[src/rtl/stopwatch_controller.sv]
// Stopwatch control FSM: start/stop, lap freeze, long-press clear and pause blink.
// Drives the counter enable/clear and the digit mux/blank for the segment driver.
module stopwatch_controller #(
    parameter int LONG_PRESS_TICKS = 200,
    parameter int BLINK_TICKS      = 50
) (
    input  logic        clock,
    input  logic        reset,
    input  logic        tick,
    input  logic        start_stop_pressed,
    input  logic        lap_reset_pressed,
    input  logic        lap_reset_level,
    input  logic [15:0] live_digits,
    output logic        counter_enable,
    output logic        counter_reset,
    output logic [15:0] disp_digits,
    output logic [3:0]  disp_blank,
    output logic [1:0]  state_out
);

    localparam int LPW = $clog2(LONG_PRESS_TICKS + 1);
    localparam int BW  = (BLINK_TICKS > 1) ? $clog2(BLINK_TICKS) : 1;
    localparam logic [LPW-1:0] LP_MAX  = LPW'(LONG_PRESS_TICKS);
    localparam logic [BW-1:0]  BL_LAST = BW'(BLINK_TICKS - 1);

    typedef enum logic [1:0] {
        IDLE    = 2'd0,
        RUNNING = 2'd1,
        PAUSED  = 2'd2,
        LAP     = 2'd3
    } state_t;

    state_t         state, state_nxt;
    logic [15:0]    lap_reg;
    logic [LPW-1:0] lp_cnt, lp_nxt;
    logic           long_fired, fire;
    logic [BW-1:0]  blink_cnt, blink_nxt;
    logic           phase, phase_nxt;
    logic           clear_req, lap_load, lap_clear;

    always_comb begin
        lp_nxt = lp_cnt;
        if (!lap_reset_level)
            lp_nxt = '0;
        else if (tick && lp_cnt != LP_MAX)
            lp_nxt = lp_cnt + 1'b1;
        // counter saturates, so long_fired keeps a held key from re-firing
        fire = lap_reset_level && tick && !long_fired && (lp_nxt == LP_MAX);
    end

    always_comb begin
        state_nxt = state;
        clear_req = 1'b0;
        lap_load  = 1'b0;
        lap_clear = 1'b0;
        if (fire) begin
            state_nxt = IDLE;
            clear_req = 1'b1;
            lap_clear = 1'b1;
        end else if (start_stop_pressed) begin
            unique case (state)
                IDLE:    state_nxt = RUNNING;
                RUNNING: state_nxt = PAUSED;
                PAUSED:  state_nxt = RUNNING;
                LAP:     state_nxt = PAUSED;
            endcase
        end else if (lap_reset_pressed) begin
            unique case (state)
                IDLE: clear_req = 1'b1;
                RUNNING: begin
                    state_nxt = LAP;
                    lap_load  = 1'b1;
                end
                LAP: state_nxt = RUNNING;
                PAUSED: begin
                    state_nxt = IDLE;
                    clear_req = 1'b1;
                    lap_clear = 1'b1;
                end
            endcase
        end
    end

    always_comb begin
        blink_nxt = '0;
        phase_nxt = 1'b0;
        // only a stay in PAUSED keeps the blink running; entry restarts it
        if (state == PAUSED && state_nxt == PAUSED) begin
            blink_nxt = blink_cnt;
            phase_nxt = phase;
            if (tick) begin
                if (blink_cnt == BL_LAST) begin
                    blink_nxt = '0;
                    phase_nxt = ~phase;
                end else begin
                    blink_nxt = blink_cnt + 1'b1;
                end
            end
        end
    end

    always_ff @(posedge clock or posedge reset) begin
        if (reset) begin
            state          <= IDLE;
            lap_reg        <= '0;
            lp_cnt         <= '0;
            long_fired     <= 1'b0;
            blink_cnt      <= '0;
            phase          <= 1'b0;
            counter_enable <= 1'b0;
            counter_reset  <= 1'b0;
            disp_blank     <= '0;
        end else begin
            state          <= state_nxt;
            lp_cnt         <= lp_nxt;
            long_fired     <= lap_reset_level && (long_fired || fire);
            blink_cnt      <= blink_nxt;
            phase          <= phase_nxt;
            counter_reset  <= clear_req;
            counter_enable <= (state_nxt == RUNNING) || (state_nxt == LAP);
            disp_blank     <= {4{phase_nxt}};
            if (lap_clear)
                lap_reg <= '0;
            else if (lap_load)
                lap_reg <= live_digits;
        end
    end

    assign state_out   = state;
    assign disp_digits = (state == LAP) ? lap_reg : live_digits;

endmodule

[config.mk]
export PLATFORM = sky130hd
export DESIGN_NAME = stopwatch_controller
export DESIGN_NICKNAME = d
export VERILOG_FILES = /design/src/rtl/stopwatch_controller.sv
export SDC_FILE = /design/constraint.sdc
export NUM_CORES = 1
export LEC_CHECK = 0
export BUFFER_PORTS_ARGS = -buffer_cell sky130_fd_sc_hd__buf_4
export CAP_MARGIN = 20
export CORE_MARGIN = 8
export CORE_UTILIZATION = 54
export DETAILED_ROUTE_END_ITERATION = 6
export PLACE_DENSITY_LB_ADDON = 0.3
export RECOVER_POWER = 50
export SLEW_MARGIN = 20
export SYNTH_ARGS = -nofsm -noshare
export SYNTH_HDL_FRONTEND = slang
export SYNTH_SLANG_ARGS = --single-unit
[constraint.sdc]
create_clock -name clock -period 2.6 [get_ports clock]
set_input_delay 0.39 -clock clock [delete_from_list [all_inputs] [get_ports clock]]
set_output_delay 0.39 -clock clock [all_outputs]
set_load 0.03 [all_outputs]
# Word-level counts from Yosys, hierarchy flattened
# Index checks and enable logic that the tools add are counted.
# totals
regBits,37
latchBits,0
ram_bits,0
mem_bits_ro,0
in_bits,22
out_inout_bits,24
wordCells,63
n_memories,0
# classes
add_sub_neg,2
mul,0
div_mod_pow,0
order_cmp,0
eq_ne,10
shifts,0
mux,28
bitwise,1
reduce_logical,13
# ops
op,n
two-way mux 16 bit,3
two-way mux 6 bit,3
two-way mux 8 bit,2
two-way mux 1 bit,15
adder 8 x 1 -> 8 bit (second input constant),1
== test 2 bit (second input constant),4
== test 8 bit (second input constant),1
!= test 8 bit (second input constant),1
adder 6 x 1 -> 6 bit (second input constant),1
== test 6 bit (second input constant),1
logical AND 1 bit,6
two-way mux 2 bit,3
one-hot mux 2 bit (3 select lines),1
== test 2 x 1 -> 1 bit (second input constant),2
one-hot mux 2 bit (2 select lines),1
OR reduction 2 bit,2
logical NOT 2 bit,1
logical OR 1 bit,2
!= test 2 bit (second input constant),1
nonzero test 2 bit,1
logical NOT 1 bit,1
NOT 1 bit,1

# Logic depth before layout (Yosys ltp)
# Gate-level depths: netlist of run 1.
# depth
word_depth,10
ltp_mapped,9
mapped_depth_nobuf,8

# Least setup slack after synthesis of run 1
# No wires, ideal clock.
# synth_path
path_kind,flip-flop to flip-flop
startpoint,register lp_cnt[0]
endpoint,register lap_reg[10]
setup_ns,0.138
arrival_ns,2.104
required_ns,2.462
slack_ns,0.359
stages_incl_launch_ff,9
path_buffers,1
period_less_slack_ns,2.241
path_cell_list,dfrtp_1 -> inv_1 -> ha_1 -> nand3b_1 -> or4_4 -> o31a_1 -> nor4_4 -> buf_6 -> nor4_1
# synth_between
elab_chain_len,8
elab_cells_between_ends,11
cone_classes,add/sub: 1; eq/ne: 2; mux: 5; reduce/logical: 3
# synth_lines
element,line,rtl
"start, declared",35,"logic [LPW-1:0] lp_cnt, lp_nxt;"
"start signal, assigned",115,lp_cnt <= lp_nxt;
"parallel branches: the longest is 2 deep, another holds adder 8 x 1 -> 8 bit",-,
two-way mux 8 bit *,45,else if (tick && lp_cnt != LP_MAX)
two-way mux 8 bit *,43,if (!lap_reset_level)
== test 8 bit *,48,fire = lap_reset_level && tick && !long_fired && (lp_nxt == LP_MAX);
logical AND 1 bit *,48,
two-way mux 1 bit,56,if (fire) begin
two-way mux 16 bit or nonzero test 2 bit (tied branches),-,
"end signal, assigned",125,lap_reg <= live_digits;
"end, declared",34,logic [15:0] lap_reg;
# Every way passes the cells marked *.
# A chain may end at the register's enable or synchronous reset.

# Worst setup path after layout of run 1
# layout_path
startpoint,register lp_cnt[2]
endpoint,register lap_reg[9]
# The elaborated chain is that of the path after synthesis.

==> results of run 1 <==
## path summary, 6_finish.rpt
kind / slack [ns] / depth (start not counted) / from / to
worst max-delay path: 0.27 / 7 / lp_cnt[2] / lap_reg[9]
worst min-delay path: 0.33 / 2 / lap_reset_pressed / counter_reset
worst max register to register: 0.27 / 7 / lp_cnt[2] / lap_reg[9]
worst min register to register: 0.49 / 1 / long_fired / long_fired
max in group asynchronous: 0.79 / 3 / reset / blink_cnt[3]
min in group asynchronous: 0.75 / 3 / reset / lap_reg[12]
## kinds of logic (layout without fill, tap and decap cells)
| kind of cell | count (synthesis) | in the layout | synth area share (%) |
|---|---|---|---|
| AO/OA/AOI/OAI | 15 | 15 | 4.63 |
| flip-flops | 35 | 35 | 43.2 |
| adder cells (fa/ha/maj) | 4 | 4 | 2.47 |
| XOR/XNOR | 11 | 11 | 4.75 |
| multiplexers | 20 | 20 | 10.9 |
| buffers and inverters | 23 | 60 | 6.35 |
| AND/OR/NAND/NOR | 108 | 108 | 27.8 |
## stage by stage
| step | util (%) | std cells | instance area, um^2 |
|---|---|---|---|
| detailed placement | 64.2 | 293 | 2330 |
| global route | 65.4 | 301 | 2380 |
| finish | 65.4 | 301 | 2380 |
| global placement | 64.2 | 293 | 2330 |
| CTS | 66.5 | 301 | 2420 |
| floorplan | - | 216 | 2030 |
## layer usage
metal / GRT usage (%) / vias up / part of all wire [%]
met1: 17.4 / 760 / 43
met3: 5.71 / 7 / 7.1
li1: - / 816 / -
met5: 0 / - / 0
met4: 5.09 / 0 / 1.4
met2: 25.3 / 40 / 48
## power by group
part / total (mW) / internal [mW] / switching (mW)
sequential: 0.795 / 0.693 / 0.102
combinational: 0.864 / 0.361 / 0.503
clock: 0.382 / 0.187 / 0.195
total: 2.04 / 1.24 / 0.801
## area by class of cell
class | count | area (um^2) | area share, %
clock inverter | 2 | 12.5 | 0.527
tap | 48 | 60.1 | 2.53
multi-input combinational | 158 | 1020 | 42.8
timing repair buffer | 47 | 319 | 13.4
inverter | 5 | 18.8 | 0.790
sequential | 35 | 876 | 36.9
clock buffer | 6 | 72.6 | 3.05
## cell usage in the layout (no fill, tap or decap), types with 2 or more instances in the layout
| master | count |
|---|---|
| o21ai_0 | 3 |
| nor2_1 | 41 |
| mux2i_1 | 4 |
| nand3_1 | 2 |
| nor2b_1 | 5 |
| and3_1 | 3 |
| clkbuf_8 | 5 |
| inv_1 | 5 |
| nor4_1 | 16 |
| nor4b_1 | 2 |
| clkbuf_1 | 10 |
| or3_1 | 2 |
| nand3b_1 | 2 |
| xor2_1 | 5 |
| nand2_1 | 14 |
| a21oi_1 | 4 |
| a21o_1 | 2 |
| and2_1 | 3 |
| ha_1 | 4 |
| buf_4 | 37 |
| mux2_2 | 16 |
| nand4_1 | 3 |
| xnor2_1 | 6 |
| nor3_1 | 9 |
| a31oi_1 | 2 |
| dfrtp_1 | 35 |
## cells in the mapped netlist, types with 2 or more instances
library cell	count	area, um^2
buf_4	5	37.5
or3_1	2	12.5
buf_6	3	33.8
nor4b_1	2	17.5
a21oi_1	4	20.0
nor2b_1	5	31.3
and3_1	3	18.8
mux2_2	16	180
clkbuf_1	8	30.0
a31oi_1	2	12.5
nor2_1	41	154
inv_1	5	18.8
xor2_1	5	43.8
nand4_1	2	12.5
nand3b_1	2	15.0
mux2i_1	4	40.0
ha_1	4	50.1
nand2_1	14	52.6
and2_1	4	25.0
nor3_1	9	45.0
xnor2_1	6	52.6
nor4_1	16	100
nand3_1	2	10.0
a21o_1	2	15.0
o21ai_0	3	15.0
dfrtp_1	35	876
## worst register-to-register path, cell delays in order, from the launching register on
cell and delay, ns:
dfrtp_1 0.49, nand4_1 0.32, or3_1 0.39, a21oi_1 0.13, a211oi_1 0.13, nor4_4 0.29, buf_4 0.33, nor4_1 0.11
==> run_results.csv, run 1 <==
group,metric,value,unit
outcome,status,"finished with violations",
outcome,violations,"max-capacitance violations, max-slew violations",
placement,dp_hpwl,2970,um
grt,grt_max_degree,36,
final_layout,nFillCells,322,
worst_setup_path,crit_path_end_kind,"flop",
pwr,p_leak,1.08,nW
clocking,htreeDepth,2,
placement,gp_congestion,0.802,
die,die_y,77.3,um
pwr,powerDensity,859,mW/mm^2
sta,setup_viol,0,
synthesis,syn_inst,216,
clocking,clock-sinks,35,
hold_path,min_path_type,"input pin to flop",
sta,finalHoldViolCount,0,
worst_setup_path,path_class,"flop to flop",
synthesis,ys.flop_type,"dfrtp_1",
clocking,cts_made_buffers,5,
sta,relSlewSlack,-21.8,%
clocking,cts_setup_buffers,0,
sta,min_period,2.33,ns
drt,post-route-drc-count,0,
drt,ant_nets,0,
die,start_util,55.8,%
synthesis,yosys_warnings,0,
pwr,ir_drop,578,uV
clocking,insertion_delay,0.29,ns
die,die-width,77.3,um
synthesis,ys_seq_area_share,43.2,%
final_layout,largest_reg_flops,16,
drt,dr.pass1.iters,4,
worst_setup_path,cpMaxStageDelayCell,"dfrtp_1",
drt,wire_per_inst,14.0,um
die,ios,46,
clocking,ctsHoldBuffers,0,
clocking,cts_resized,0,
placement,numPortBuffers,45,
worst_setup_path,crit_path_start_kind,"flop",
sta,fmax,429,MHz
worst_setup_path,arrival,2.47,ns
worst_setup_path,critical_path.cell_chain,"nand4_1, or3_1, a21oi_1, a211oi_1, nor4_4, buf_4, nor4_1",
drt,finalWirelength,4210,um
drt,vias,1623,
synthesis,synth_seq_cells,35,
grt,grt_overflow,0,
worst_setup_path,worst-path-buf-inv,1,
worst_setup_path,critPathMaxFanout,27,
sta,period_share,89.6,%
worst_setup_path,cpLargestDelayFamily,"simple AND/OR/NAND/NOR gates",
synthesis,syn-num-nets,242,
synthesis,synth_cell_types,38,
clocking,clockBufferDepth,2,
sta,setup_ws,0.270,ns
sta,finClkSkew,0.0115,ns
sta,setup_tns,0,ns
placement,dp_slack,0.281,ns
grt,grt_pass1_wl,7580,um
sta,rsz0062_at_grt,"no",
drt,vias_per_cell,5.39,
sta,slew_viol_final,36,
die,core_area,0.00363,mm^2
grt,track_usage,15.2,%
sta,whs,0.331,ns
drt,drtIter0Drc,86,
synthesis,async_flop_share,100,%
worst_setup_path,slowest_delay,0.49,ns
die,die-area,0.00597,mm^2
clocking,cts_tree,"built",
synthesis,avgSynthCellArea,9.39,um^2
final_layout,drive_gt1_share,25.3,%
sta,worstMarginPinSlew,1.83,ns
final_layout,n_antenna_cell,0,
synthesis,syn_area,0.00203,mm^2
die,num_rows,22,
pwr,p_total,2.04,mW
job,drv_cap,1,
final_layout,finalNetCount,278,
synthesis,synth-edff-count,0,
clocking,clk_pin_slew,0.07,ns
grt,grt_antenna_before_repair,0,
worst_setup_path,worst_ep_required_time,2.74,ns
grt,grt_pass1_vias,1673,
clocking,cts_root_buf,"clkbuf_8",
final_layout,area_growth,17.1,%
No activity file was read; power rests on OpenSTA's default activity.
==> inputs of run 2 (changes only) <==
- CORE_MARGIN: 8 -> unset
==> run 2 against run 1 <==
The run still ends with max-capacitance violations, max-slew violations left. Cell area increased by 2.3%. Hold slack got worse by 0.0041 ns. Critical path depth increased by 1. Cell count decreased by 0.33%. Critical endpoint is now lap_reg[3].
==> run_results.csv, run 2 (same netlist as run 1, synthesis figures left out) <==
group,metric,value,unit
clocking,clock-sinks,35,
pwr,p_total,2.19,mW
sta,finalHoldViolCount,0,
die,ios,46,
worst_setup_path,critPathMaxFanout,27,
pwr,p_leak,1.11,nW
die,num_rows,21,
worst_setup_path,crit_path_end_kind,"flop",
pwr,power_frac_seq,36.4,%
sta,setup_viol,0,
clocking,cts_tree,"built",
drt,drtIter0Drc,128,
outcome,status,"finished with violations",
final_layout,nFillCells,298,
clocking,cts_resized,0,
final_layout,layout_common_cells,"nor2_1, buf_4, dfrtp_1",
final_layout,finalNetCount,279,
grt,grt_pass1_wl,7180,um
drt,wire_per_inst,13.6,um
drt,vias_per_cell,5.56,
final_layout,largest_reg_flops,16,
drt,post-route-drc-count,0,
grt,grt_overflow,0,
outcome,violations,"max-capacitance violations, max-slew violations",
pwr,ir_drop,543,uV
worst_setup_path,crit_path_start_kind,"flop",
sta,rsz0062_at_grt,"no",
pwr,p_clk_share,24.0,%
drt,finalWirelength,4070,um
final_layout,area_growth,19.8,%
final_layout,n_antenna_cell,0,
final_layout,instances_no_fill,300,
placement,dp_hpwl,2780,um
clocking,ctsHoldBuffers,0,
sta,period_share,87.0,%
pwr,p_sw,0.816,mW
die,die-area,0.00400,mm^2
clocking,cts_setup_buffers,0,
sta,min_period,2.26,ns
clocking,cts_made_buffers,5,
worst_setup_path,arrival,2.41,ns
final_layout,final_util,70.1,%
sta,finClkSkew,0.0115,ns
die,start_util,58.5,%
placement,gp_congestion,0.775,
clocking,cts_root_buf,"clkbuf_8",
hold_path,min_path_type,"input pin to flop",
pwr,p_int,1.38,mW
grt,grt_pass1_vias,1585,
pwr,powerDensity,902,mW/mm^2
placement,place_inst,292,
pwr,combPwrFrac,39.7,%
clocking,clk_pin_slew,0.08,ns
sta,setup_tns,0,ns
grt,grt_antenna_before_repair,0,
sta,slew_viol_final,36,
sta,worstMarginPinSlew,1.83,ns
placement,numPortBuffers,45,
clocking,clockBufferDepth,2,
grt,track_usage,23.1,%
sta,relSlewSlack,-21.7,%
final_layout,layout_commonest_cell,"nor2_1",
drt,dr.pass1.iters,4,
drt,vias,1669,
clocking,htreeDepth,2,
die,die_y,63.3,um
clocking,insertion_delay,0.29,ns
worst_setup_path,path_class,"flop to flop",
grt,grt_max_degree,36,
sta,fmax,442,MHz
die,core_area,0.00347,mm^2
job,drv_cap,1,
die,die-width,63.3,um
worst_setup_path,worst_ep_required_time,2.75,ns
pwr,p_sw_share,37.2,%
final_layout,drive_gt1_share,26.0,%
drt,ant_nets,0,
==> run 2: changes by cell type in the layout (fill, tap and decap cells not counted), sizes merged <==
| cell | previous run | this run |
|---|---|---|
| bufinv | 0 | 1 |
| clkinv | 1 | 0 |
| inv | 5 | 6 |
| buf | 37 | 38 |
| clkinvlp | 1 | 0 |
==> run 2: final timing paths <==
check | startpoint | to | slack (ns) | cells past startpoint
max in group asynchronous | reset | lp_cnt[7] | 0.79 | 3
worst max register to register | lp_cnt[0] | lap_reg[3] | 0.34 | 8
worst min-delay path | lap_reset_pressed | counter_reset | 0.33 | 2
min in group asynchronous | reset | lap_reg[7] | 0.76 | 3
worst min register to register | long_fired | long_fired | 0.49 | 1
worst max-delay path | lp_cnt[0] | lap_reg[3] | 0.34 | 8
==> run 2: stage by stage <==
| step | cell area (um^2) | hold WS (ns) | setup slack (ns) |
|---|---|---|---|
| floorplan | 2030 | 0.451 | 0.359 |
| global placement | 2350 | 0.462 | 0.413 |
| detailed placement | 2350 | 0.476 | 0.345 |
| CTS | 2470 | 0.212 | 0.313 |
| global route | 2430 | 0.337 | 0.184 |
| finish | 2430 | 0.327 | 0.338 |
==> run 2: final cells by class <==
type                       count  area (um^2)  share of cell area (%)
clock buffer                   6         82.6                    3.40
clock inverter                 2         38.8                    1.60
inverter                       5         18.8                   0.772
multi-input combinational    158         1020                    41.9
sequential                    35          876                    36.0
tap                           46         57.6                    2.37
timing repair buffer          48          339                    14.0
==> run 2: power groups by stage <==
stage	Clock (mW)	Sequential, mW	Combinational [mW]
2_1_floorplan	0	0.800	0.625
3_3_place_gp	0	0.801	0.876
3_5_place_dp	0	0.805	0.898
4_1_cts	0.528	0.799	0.901
5_1_grt	0.556	0.820	0.940
6_report	0.525	0.797	0.869
==> run 2: metal layers <==
layer	GRT usage (%)	part of all wire (%)	vias to the layer above
met1	29.6	45	798
met4	11.1	2.0	0
met2	36.6	48	47
li1	-	-	815
met5	0	0	-
met3	5.43	5.1	9
==> run 2: worst max-delay path, stage by stage, from the launching register on <==
cell and delay [ns]:
dfrtp_1 0.46, inv_1 0.11, ha_1 0.14, nand3b_1 0.07, or4_4 0.45, o31a_1 0.29
nor4_4 0.31, buf_12 0.21, nor4_1 0.07
